`src/rtl/id_exe_pipe.sv`:
```
// ID/EX pipeline register with valid bit, downstream hold, flush-to-bubble and a
// load-use detector (enabled by defining ID_EXE_LOAD_USE_EN) with a saturating bubble counter.
module id_exe_pipe #(
    parameter int DATA_W = 32,
    parameter int REG_AW = 5,
    parameter int OP_W   = 5,
    parameter int CNT_W  = 16
) (
    input  logic              clock,
    input  logic              reset,
    input  logic              in_valid,
    input  logic              flush,
    input  logic              ex_stall,
    input  logic [DATA_W-1:0] dpc4,
    input  logic [DATA_W-1:0] data1,
    input  logic [DATA_W-1:0] data2,
    input  logic [DATA_W-1:0] ext_imm,
    input  logic [REG_AW-1:0] rw,
    input  logic [REG_AW-1:0] rs,
    input  logic [REG_AW-1:0] rt,
    input  logic [OP_W-1:0]   aluop,
    input  logic              s_b,
    input  logic              reg_write,
    input  logic              mem_write,
    input  logic              mem_read,
    input  logic [1:0]        s_data_write,
    output logic [DATA_W-1:0] ddpc4,
    output logic [DATA_W-1:0] ddata1,
    output logic [DATA_W-1:0] ddata2,
    output logic [DATA_W-1:0] dext_imm,
    output logic [REG_AW-1:0] drw,
    output logic [REG_AW-1:0] nrs,
    output logic [REG_AW-1:0] nrt,
    output logic [OP_W-1:0]   naluop,
    output logic              ns_b,
    output logic              nreg_write,
    output logic              nmem_write,
    output logic              nmem_read,
    output logic [1:0]        ns_data_write,
    output logic              nvalid,
    output logic              id_stall,
    output logic [CNT_W-1:0]  bubble_cnt
);

    logic load_use;
    logic kill_ctrl;
    logic cnt_full;

`ifdef ID_EXE_LOAD_USE_EN
    // A live load in EX whose destination is read by the live ID instruction.
    assign load_use = nvalid & nmem_read & nreg_write & (drw != '0) &
                      ((drw == rs) | (drw == rt)) & in_valid & ~flush;
`else
    assign load_use = 1'b0;
`endif

    assign id_stall  = ex_stall | load_use;
    assign kill_ctrl = flush | load_use | ~in_valid;
    assign cnt_full  = &bubble_cnt;

    // Data group: held on downstream stall and while a load-use bubble is inserted.
    always_ff @(posedge clock) begin
        if (!reset) begin
            ddpc4    <= '0;
            ddata1   <= '0;
            ddata2   <= '0;
            dext_imm <= '0;
            drw      <= '0;
            nrs      <= '0;
            nrt      <= '0;
        end else if (!ex_stall && !load_use) begin
            ddpc4    <= dpc4;
            ddata1   <= data1;
            ddata2   <= data2;
            dext_imm <= ext_imm;
            drw      <= rw;
            nrs      <= rs;
            nrt      <= rt;
        end
    end

    // Control group: a bubble always clears every control bit so later stages need no gating.
    always_ff @(posedge clock) begin
        if (!reset) begin
            nvalid        <= 1'b0;
            nreg_write    <= 1'b0;
            nmem_write    <= 1'b0;
            nmem_read     <= 1'b0;
            ns_b          <= 1'b0;
            ns_data_write <= '0;
            naluop        <= '0;
        end else if (!ex_stall) begin
            if (kill_ctrl) begin
                nvalid        <= 1'b0;
                nreg_write    <= 1'b0;
                nmem_write    <= 1'b0;
                nmem_read     <= 1'b0;
                ns_b          <= 1'b0;
                ns_data_write <= '0;
                naluop        <= '0;
            end else begin
                nvalid        <= 1'b1;
                nreg_write    <= reg_write;
                nmem_write    <= mem_write;
                nmem_read     <= mem_read;
                ns_b          <= s_b;
                ns_data_write <= s_data_write;
                naluop        <= aluop;
            end
        end
    end

    // Counts only bubbles actually inserted; a held stage inserts nothing.
    always_ff @(posedge clock) begin
        if (!reset) begin
            bubble_cnt <= '0;
        end else if (!ex_stall && load_use && !cnt_full) begin
            bubble_cnt <= bubble_cnt + CNT_W'(1);
        end
    end

endmodule

```
`config.mk`:
```
export PLATFORM = sky130hd
export DESIGN_NAME = id_exe_pipe
export DESIGN_NICKNAME = d
export VERILOG_FILES = /design/src/rtl/id_exe_pipe.sv
export SDC_FILE = /design/constraint.sdc
export NUM_CORES = 1
export LEC_CHECK = 0
export ABC_AREA = 1
export CAP_MARGIN = 20
export CORE_ASPECT_RATIO = 0.6
export CORE_MARGIN = 2
export CORE_UTILIZATION = 25
export DETAILED_ROUTE_END_ITERATION = 16
export GPL_TIMING_DRIVEN = 0
export HOLD_SLACK_MARGIN = 0.06
export PLACE_DENSITY = 0.57
export SLEW_MARGIN = 15
export SYNTH_ARGS = -nofsm -noshare
export SYNTH_HDL_FRONTEND = slang
export SYNTH_SLANG_ARGS = --single-unit
export TNS_END_PERCENT = 5
```
`constraint.sdc`:
```
create_clock -name clock -period 2.3 [get_ports clock]
set_input_delay 0.345 -clock clock [delete_from_list [all_inputs] [get_ports clock]]
set_output_delay 0.345 -clock clock [all_outputs]
set_load 0.02 [all_outputs]
```
==> flow_summary.toml <==
[setup_path]
cp_max_fo = 2
cp_top_family = "buffers and inverters"
required_ns = 1.96
cpMaxStageDelayCell = "clkdlybuf4s50_1"
criticalPathCategory = "reg -> out"
worstSetupEndpointType = "output port"
crit_buf_inv = 1
cp.arrival_ns = 1.43
start_kind = "register"
path_cells = "clkdlybuf4s50_1"
slowest_delay_ns = 0.67

[power_and_ir_drop]
p_seq_share_pct = 41.4
p_sw_uw = 1870
clkPwrFrac_pct = 40.3
power.leakage_uw = 0.00390
p_comb_share_pct = 18.3
peakVddDrop_v = 0.000487
internal-power_uw = 5270
power.density_mw_per_mm2 = 742
swShare_pct = 26.1

[yosys]
ys_async_sr_fraction_pct = 0
yosys-top-cells-area = "dfxtp_1 56%, nor2_1 20%, o21ai_0 13%"
yosys_register_bits = 155
syn_area_per_cell_um2 = 7.95
synth_commonest_cells = "286 x nor2_1, 155 x dfxtp_1, 143 x o21ai_0"
synth_ff_type = "dfxtp_1"
synthDistinctLibCells = 15
synth_edf_count = 0
postSynthCellCount = 692
netlist.area_leader.share_pct = 56.4
ys_seq_area_share_pct = 56.4
yosysWarnings = 0
synthMostInstantiatedCell = "nor2_1"
synth.cell_area_mm2 = 0.00550
yosys.area.top_type = "dfxtp_1"

[clock_tree]
cts_hold_buffers = 0
clock_sinks = 155
tritoncts = "done"
worstSkewPairLatency_ns = 0.43
cts_made_buffers = 17
cts_root_buf = "clkbuf_16"
clk_pin_slew_ns = 0.06
htree_levels = 4
cts_buffer_depth = 2
cts_setup_buffers = 0
postCtsResizedCells = 0

[finish]
num-nets-final = 1197
multi_input_comb_area_mm2 = 0.00202
drive_above_1_share_pct = 8.29
fin_util_pct = 45.2
nFillCells = 2162
diodes = 0
area_growth_pct = 74.9
seq_area_mm2 = 0.00310
stdcell_count = 1329

[sta]
rsz0062_at_grt = "no"
finalCriticalPeriod_ns = 1.78
fmax_ghz = 0.563
finClkSkew_ns = 0
finalSetupViolCount = 0
setup_tns_ns = 0
min_period_over_period_pct = 77.3
drv_slew = 0
finalHoldViolations = 0

[flow_run]
maxCapViolCount = 0

[routing]
wire_per_inst_um = 15.2
wl_mm = 20.2
viasPerCell = 4.22
detail_route.first_pass.iterations = 4
num_vias = 5611
drc = 0
drt_iter0_drc = 205
antenna_left = 0

[outcome]
outcome = "finished clean"

[floorplanning]
fp.dieArea_mm2 = 0.0232
die_x_um = 195
num_rows = 41
die_h_um = 119
boundaryPins = 331
core-area_mm2 = 0.0213
initial_core_util_pct = 25.8

[place]
portBuffers = 312
dp.cells = 1298
hpwl_mm = 15.3
place_congestion = 0.777

[global_routing]
grt.overflow.total = 0
grt_max_degree = 17
antenna_found_initial = 0
gr-usage-all-layers_pct = 17.4
first_global_vias = 5390
grt_pass1_wl_mm = 30.7

[worst_hold_path]
holdCritPathClass = "in -> reg"
flip-flops by register name, summed over array words and instances (netlist names):
| signal | count |
|---|---|
| ddata1 | 32 |
| ddata2 | 32 |
| ddpc4 | 32 |
| dext_imm | 32 |
| drw | 5 |
| naluop | 5 |
| nmem_read | 1 |
| nmem_write | 1 |
| nreg_write | 1 |
| nrs | 5 |
| nrt | 5 |
| ns_b | 1 |
| ns_data_write | 2 |
| nvalid | 1 |
power by group through the flow:
stage | Sequential, µW | Clock (µW) | Combinational, µW
3_3_place_gp | 3010 | 0 | 1310
3_5_place_dp | 3010 | 0 | 1310
6_report | 2950 | 2870 | 1310
4_1_cts | 2950 | 2950 | 1320
5_1_grt | 2980 | 3070 | 1410
2_1_floorplan | 3230 | 0 | 360
logic make-up after synthesis:
| group | count (synthesis) | synth area share, % |
|---|---|---|
| buf+inv | 70 | 7.87 |
| other cells | 1 | 0.0682 |
| flops | 155 | 56.4 |
| simple gates | 311 | 21.5 |
| compound gates | 155 | 14.1 |
final timing paths:
check	from	endpoint	slack [ns]	depth (start not counted)
min	ex_stall	ddpc4[26]	0.32	3
max	ddpc4[22]	ddpc4[22]	0.52	1
max reg2reg	nmem_write	nmem_write	1.70	2
min reg2reg	ns_data_write[1]	ns_data_write[1]	0.47	2
cells in the final DEF, fill, tap and decap left out, drive strengths merged:
master and instances:
a21oi 12, buf 46, bufinv 3, clkbuf 42, clkdlybuf4s50 312, clkinv 6
clkinvlp 2, conb 16, dfxtp 155, inv 2, nand2 13, nand3 11
nor2 287, o21ai 143
routing by layer:
layer	vias up	wire (µm)	global-route usage, %
met5	-	0	0
met4	0	250	4.77
met3	21	1790	7.90
met2	182	8480	26.1
met1	2535	9670	22.4
li1	2873	-	-
through the flow:
step	cell area [µm²]	setup WS, ns	power, µW	hold slack, ns
after global routing	9620	0.425	7460	0.320
after global placement	9030	0.727	4320	0.451
after CTS	9620	0.473	7230	0.310
final	9620	0.522	7130	0.323
after detailed placement	9030	0.720	4330	0.455
after floorplan	5560	1.25	3590	0.497
area by class of cell:
| class | instances | area share, % |
|---|---|---|
| Buffer | 68 | 4.40 |
| Clock buffer | 20 | 4.64 |
| Clock inverter | 11 | 1.52 |
| Inverter | 2 | 0.104 |
| Multi-Input combinational cell | 482 | 21.0 |
| Sequential cell | 155 | 32.3 |
| Tap cell | 279 | 3.63 |
| Timing Repair Buffer | 312 | 32.5 |
Power figures use the tool's default switching activity.
